[config.mk]
export PLATFORM = sky130hd
export DESIGN_NAME = layer_output_serializer
export DESIGN_NICKNAME = d
export VERILOG_FILES = /design/src/rtl/layer_output_serializer.sv
export SDC_FILE = /design/constraint.sdc
export NUM_CORES = 2
export LEC_CHECK = 0
export ABC_AREA = 1
export CORE_MARGIN = 2
export CORE_UTILIZATION = 59
export DETAILED_ROUTE_END_ITERATION = 8
export MAX_ROUTING_LAYER = met4
export PLACE_DENSITY_LB_ADDON = 0.25
export SYNTH_ARGS = -nofsm -noshare
export SYNTH_HDL_FRONTEND = slang
export SYNTH_SLANG_ARGS = --single-unit
[constraint.sdc]
create_clock -name clk -period 2.17 [get_ports clk]
set_input_delay 0.434 -clock clk [delete_from_list [all_inputs] [get_ports clk]]
set_output_delay 0.434 -clock clk [all_outputs]
set_load 0.02 [all_outputs]
[src/rtl/layer_output_serializer.sv]
`default_nettype none
// ============================================================================
//  Module      : layer_output_serializer
//  Description : Captures one layer's parallel neuron outputs and replays them
//                one element per clock, with a one-vector hold buffer.
//  Revision    : 1.0 - initial release
// ============================================================================
module layer_output_serializer #(
  parameter int numNeuron = 30,
  parameter int dataWidth = 16
) (
  input  logic                           clk,
  input  logic                           rst,
  input  logic [numNeuron*dataWidth-1:0] layer_out,
  input  logic                           layer_outvalid,
  output logic [dataWidth-1:0]           data_out,
  output logic                           data_out_valid,
  output logic                           data_out_last,
  output logic                           busy,
  output logic                           overflow
);

  localparam int                 c_VEC_W  = numNeuron * dataWidth;
  localparam int                 c_CNT_W  = (numNeuron > 1) ? $clog2(numNeuron) : 1;
  localparam logic [c_CNT_W-1:0] c_LAST   = c_CNT_W'(numNeuron - 1);
  localparam logic [c_CNT_W-1:0] c_ONE    = c_CNT_W'(1);
  localparam logic               c_SINGLE = (numNeuron == 1);

  typedef enum logic [0:0] {
    S_IDLE   = 1'b0,
    S_STREAM = 1'b1
  } state_t;

  state_t             r_state;
  logic [c_VEC_W-1:0] r_shift;
  logic [c_VEC_W-1:0] r_hold;
  logic [c_CNT_W-1:0] r_cnt;
  logic               r_pending;

  logic               w_last_edge;
  logic [c_CNT_W-1:0] w_cnt_next;
  logic [c_VEC_W-1:0] w_load_vec;

  // In STREAM with data_out_valid low the block is in its priming cycle:
  // element 0 has been captured but not yet presented.
  assign w_last_edge = data_out_valid && (r_cnt == c_LAST);
  assign w_cnt_next  = data_out_valid ? (r_cnt + c_ONE) : '0;
  assign w_load_vec  = r_pending ? r_hold : layer_out;

  always_ff @(posedge clk) begin
    if (rst) begin
      r_state        <= S_IDLE;
      r_shift        <= '0;
      r_hold         <= '0;
      r_cnt          <= '0;
      r_pending      <= 1'b0;
      data_out       <= '0;
      data_out_valid <= 1'b0;
      data_out_last  <= 1'b0;
      busy           <= 1'b0;
      overflow       <= 1'b0;
    end else begin
      case (r_state)
        S_IDLE: begin
          data_out_valid <= 1'b0;
          data_out_last  <= 1'b0;
          busy           <= layer_outvalid;
          if (layer_outvalid) begin
            r_shift <= layer_out;
            r_cnt   <= '0;
            r_state <= S_STREAM;
          end
        end

        S_STREAM: begin
          busy <= 1'b1;
          if (!w_last_edge) begin
            data_out       <= r_shift[dataWidth-1:0];
            r_shift        <= r_shift >> dataWidth;
            r_cnt          <= w_cnt_next;
            data_out_valid <= 1'b1;
            data_out_last  <= (w_cnt_next == c_LAST);
            if (layer_outvalid) begin
              if (r_pending) begin
                overflow <= 1'b1;
              end else begin
                r_hold    <= layer_out;
                r_pending <= 1'b1;
              end
            end
          end else if (r_pending || layer_outvalid) begin
            // Zero-gap handover: element 0 of the next vector goes straight out.
            data_out       <= w_load_vec[dataWidth-1:0];
            r_shift        <= w_load_vec >> dataWidth;
            r_cnt          <= '0;
            data_out_valid <= 1'b1;
            data_out_last  <= c_SINGLE;
            r_pending      <= r_pending && layer_outvalid;
            if (r_pending && layer_outvalid) begin
              r_hold <= layer_out;
            end
          end else begin
            r_state        <= S_IDLE;
            data_out_valid <= 1'b0;
            data_out_last  <= 1'b0;
            busy           <= 1'b0;
          end
        end

        default: begin
          r_state <= S_IDLE;
        end
      endcase
    end
  end

endmodule
`default_nettype wire
==> qor.yml <==
outcome: "finished clean"
port_buffers: 502
first_iter_violations: 7702
cts_buffers: 108
finalCritPeriodShare_pct: 97.7
gp_congestion: 0.925
seq_area_frac_synth_pct: 34.3
num_rows: 114
clock_skew_ps: 19.8
hold_ws_ps: 375
fmax_mhz: 472
relSlewSlack_pct: 43.9
fillers: 8414
reg2regPathDepth: 11
p_per_area_nw_per_um2: 688
clkTransAtPathRegs_ps: 60
netlist_area_um2: 57600
cts_max_level: 3
wl_per_cell_um: 15.8
via_per_inst: 5.32
drc: 0
synth_cell_types: 23
worstSkewPairLatency_ps: 690
fin_crit_ps: 2120
worst-setup-path-type: "reg2out"
firstDrtPassIters: 7
crit_fanout: 2
worstMarginPinSlew_ps: 841
syn_area_per_cell_um2: 5.52
min_from: "layer_out[474]"
track_usage_pct: 36.5
antenna_found_initial: 51
ant_nets: 0
ys.flop_type: "dfxtp_1"
die_h_um: 316
max_cap_viol_count: 0
whs_path_depth: 3
r2r_end: "r_shift[254]$_SDFFE_PP0P_"
async_flop_share_pct: 0
die_w_um: 316
holdPathEnd: "r_shift[474]$_SDFFE_PP0P_"
drive_above_1_share_pct: 4.29
syn_to_final_growth_pct: 19.9
leakagePower_nw: 35.1
worst_setup_path_end_kind: "output port"
wl_mm: 190
ys_ff_latch: 986
clockRootBuffer: "clkbuf_16"
ios: 503
finalInstanceArea_um2: 69000
critical_path.top_delay_family: "buffers and inverters"
critPathRequiredTime_ps: 1740
hold_viol_final: 0
final_max_slew_viol_count: 0
die-area_um2: 100000
nets: 11084
postSynthCellCount: 10422
grt_pass1_wl_mm: 289
ff2ff_setup_slack_ps: 70
syn-num-nets: 10907
worstPathArrival_ps: 1690
reg2reg_from: "r_cnt[0]$_SDFFE_PP0P_"
clkSinkCount: 986
cts_buffer_depth: 3
crit_path_max_incr_delay_ps: 620
setup_viol: 0
vias: 63923
worst-path-buf-inv: 1
dp_hpwl_mm: 123
synth_warnings: 0
tritoncts: "done"
irDropWorstVdd_mv: 0.615
grt_start_max_net_pins: 121
initial_core_util_pct: 59.5
hp-class: "in2reg"
synth_edf_count: 0
start_kind: "register"
hold_buffers: 0
cp_slowest_cell: "clkdlybuf4s50_1"
grt_pass1_vias: 55798
placedInstanceArea_um2: 64000
crit_chain: "clkdlybuf4s50_1"
core-area_um2: 96700
grt_overflow: 0
cells by family after synthesis:
family	count (synthesis)	synth area share (%)
buffers and inverters	1678	11.8
adder cells (fa/ha/maj)	2	0.0435
AO/OA/AOI/OAI	982	8.56
XOR/XNOR	1	0.0152
AND/OR/NAND/NOR	6773	45.2
flip-flops	986	34.3
stage by stage:
stage | cells | setup slack, ps | utilization (%) | setup TNS, ps | total power, W
after global placement | 11724 | -256 | 66.2 | -81100 | 0.0280
final | 12014 | 51.0 | 71.4 | 0 | 0.0475
after floorplan | 10422 | 426 | - | 0 | 0.0254
after CTS | 11928 | 11.5 | 70.2 | 0 | 0.0474
after detailed placement | 11724 | -345 | 66.2 | -114400 | 0.0283
after global routing | 12010 | -1.73 | 71.3 | -1.73 | 0.0495
synth_stat cells (2+ instances only):
cell type	number	area share, %
a21oi_1	2	0.017
buf_1	22	0.14
buf_2	385	3.3
buf_4	8	0.10
clkbuf_1	276	1.8
dfxtp_1	986	34
ha_1	2	0.043
inv_1	985	6.4
nand2_1	5293	35
nand3_1	466	4.1
nand3b_1	3	0.039
nor2_1	1004	6.5
nor2_4	2	0.039
nor3_1	2	0.017
o21ai_0	954	8.3
o21ai_1	25	0.22
worst max path at each step:
stage / from / end / slack (ps) / cells after the start
global route: r_cnt[0]$_SDFFE_PP0P_ / r_shift[255]$_SDFFE_PP0P_ / -2 / 11
floorplan: r_state$_SDFF_PP0_ / r_hold[100]$_SDFFE_PP0P_ / 430 / 10
detailed placement: layer_outvalid / r_shift[338]$_SDFFE_PP0P_ / -350 / 8
finish: data_out[12]$_SDFFE_PP0P_ / data_out[12] / 50 / 1
global placement: layer_outvalid / r_shift[359]$_SDFFE_PP0P_ / -260 / 8
CTS: r_cnt[1]$_SDFFE_PP0P_ / r_shift[261]$_SDFFE_PP0P_ / 10 / 12
placed cells by master, fill, tap and decap left out, types with 16 or more instances in the layout:
| cell | synthesis | routed |
|---|---|---|
| nand2_1 | 5293 | 5292 |
| nor2_1 | 1004 | 1004 |
| inv_1 | 985 | 983 |
| dfxtp_1 | 986 | 983 |
| o21ai_0 | 954 | 954 |
| clkdlybuf4s50_1 | 0 | 497 |
| nand3_1 | 466 | 450 |
| clkbuf_16 | 0 | 133 |
| buf_4 | 8 | 106 |
| buf_12 | 0 | 87 |
| diode_2 | 0 | 53 |
| clkbuf_8 | 0 | 29 |
| clkbuf_1 | 276 | 27 |
| buf_16 | 0 | 25 |
| o21ai_1 | 25 | 24 |
| nand3_2 | 1 | 16 |
| buf_6 | 0 | 16 |
power by group:
| group | total, W | switching (W) | leakage (nW) | internal (W) |
|---|---|---|---|---|
| Combinational | 0.00828 | 0.00514 | 25.2 | 0.00314 |
| Sequential | 0.0200 | 0.000532 | 8.11 | 0.0194 |
| Clock | 0.0193 | 0.00785 | 1.81 | 0.0114 |
repair_timing:
action | 4_1_cts | 5_1_grt
setup buffers | 4 | 14
pin swaps | 1 | 1
gates cloned | 4 | 21
gates resized for setup | 12 | 59
endpoints found under the setup margin | 244 | 507
area by class of cell:
type / count / area [µm²] / share of cell area [%]
multi-input combinational: 7758 / 31100 / 45.1
sequential: 986 / 19700 / 28.6
timing repair buffer: 759 / 9000 / 13.0
inverter: 986 / 3720 / 5.38
clock buffer: 169 / 3330 / 4.82
tap: 1276 / 1600 / 2.31
clock inverter: 27 / 353 / 0.511
antenna: 53 / 133 / 0.192
flip-flops by register name, indices dropped and copies added (netlist names):
name            cells
data_out           16
data_out_last       1
data_out_valid      1
overflow            1
r_cnt               5
r_hold            480
r_pending           1
r_shift           480
r_state             1
routing by layer:
metal	vias to the layer above	GRT usage, %	share of wire, %	wire length [µm]
li1	31728	-	-	-
met5	-	-	0	0
met4	0	17.3	5.1	9740
met3	477	7.10	10	19000
met2	2966	55.9	44	84100
met1	28752	46.4	41	77100
Power figures use the tool's default switching activity.
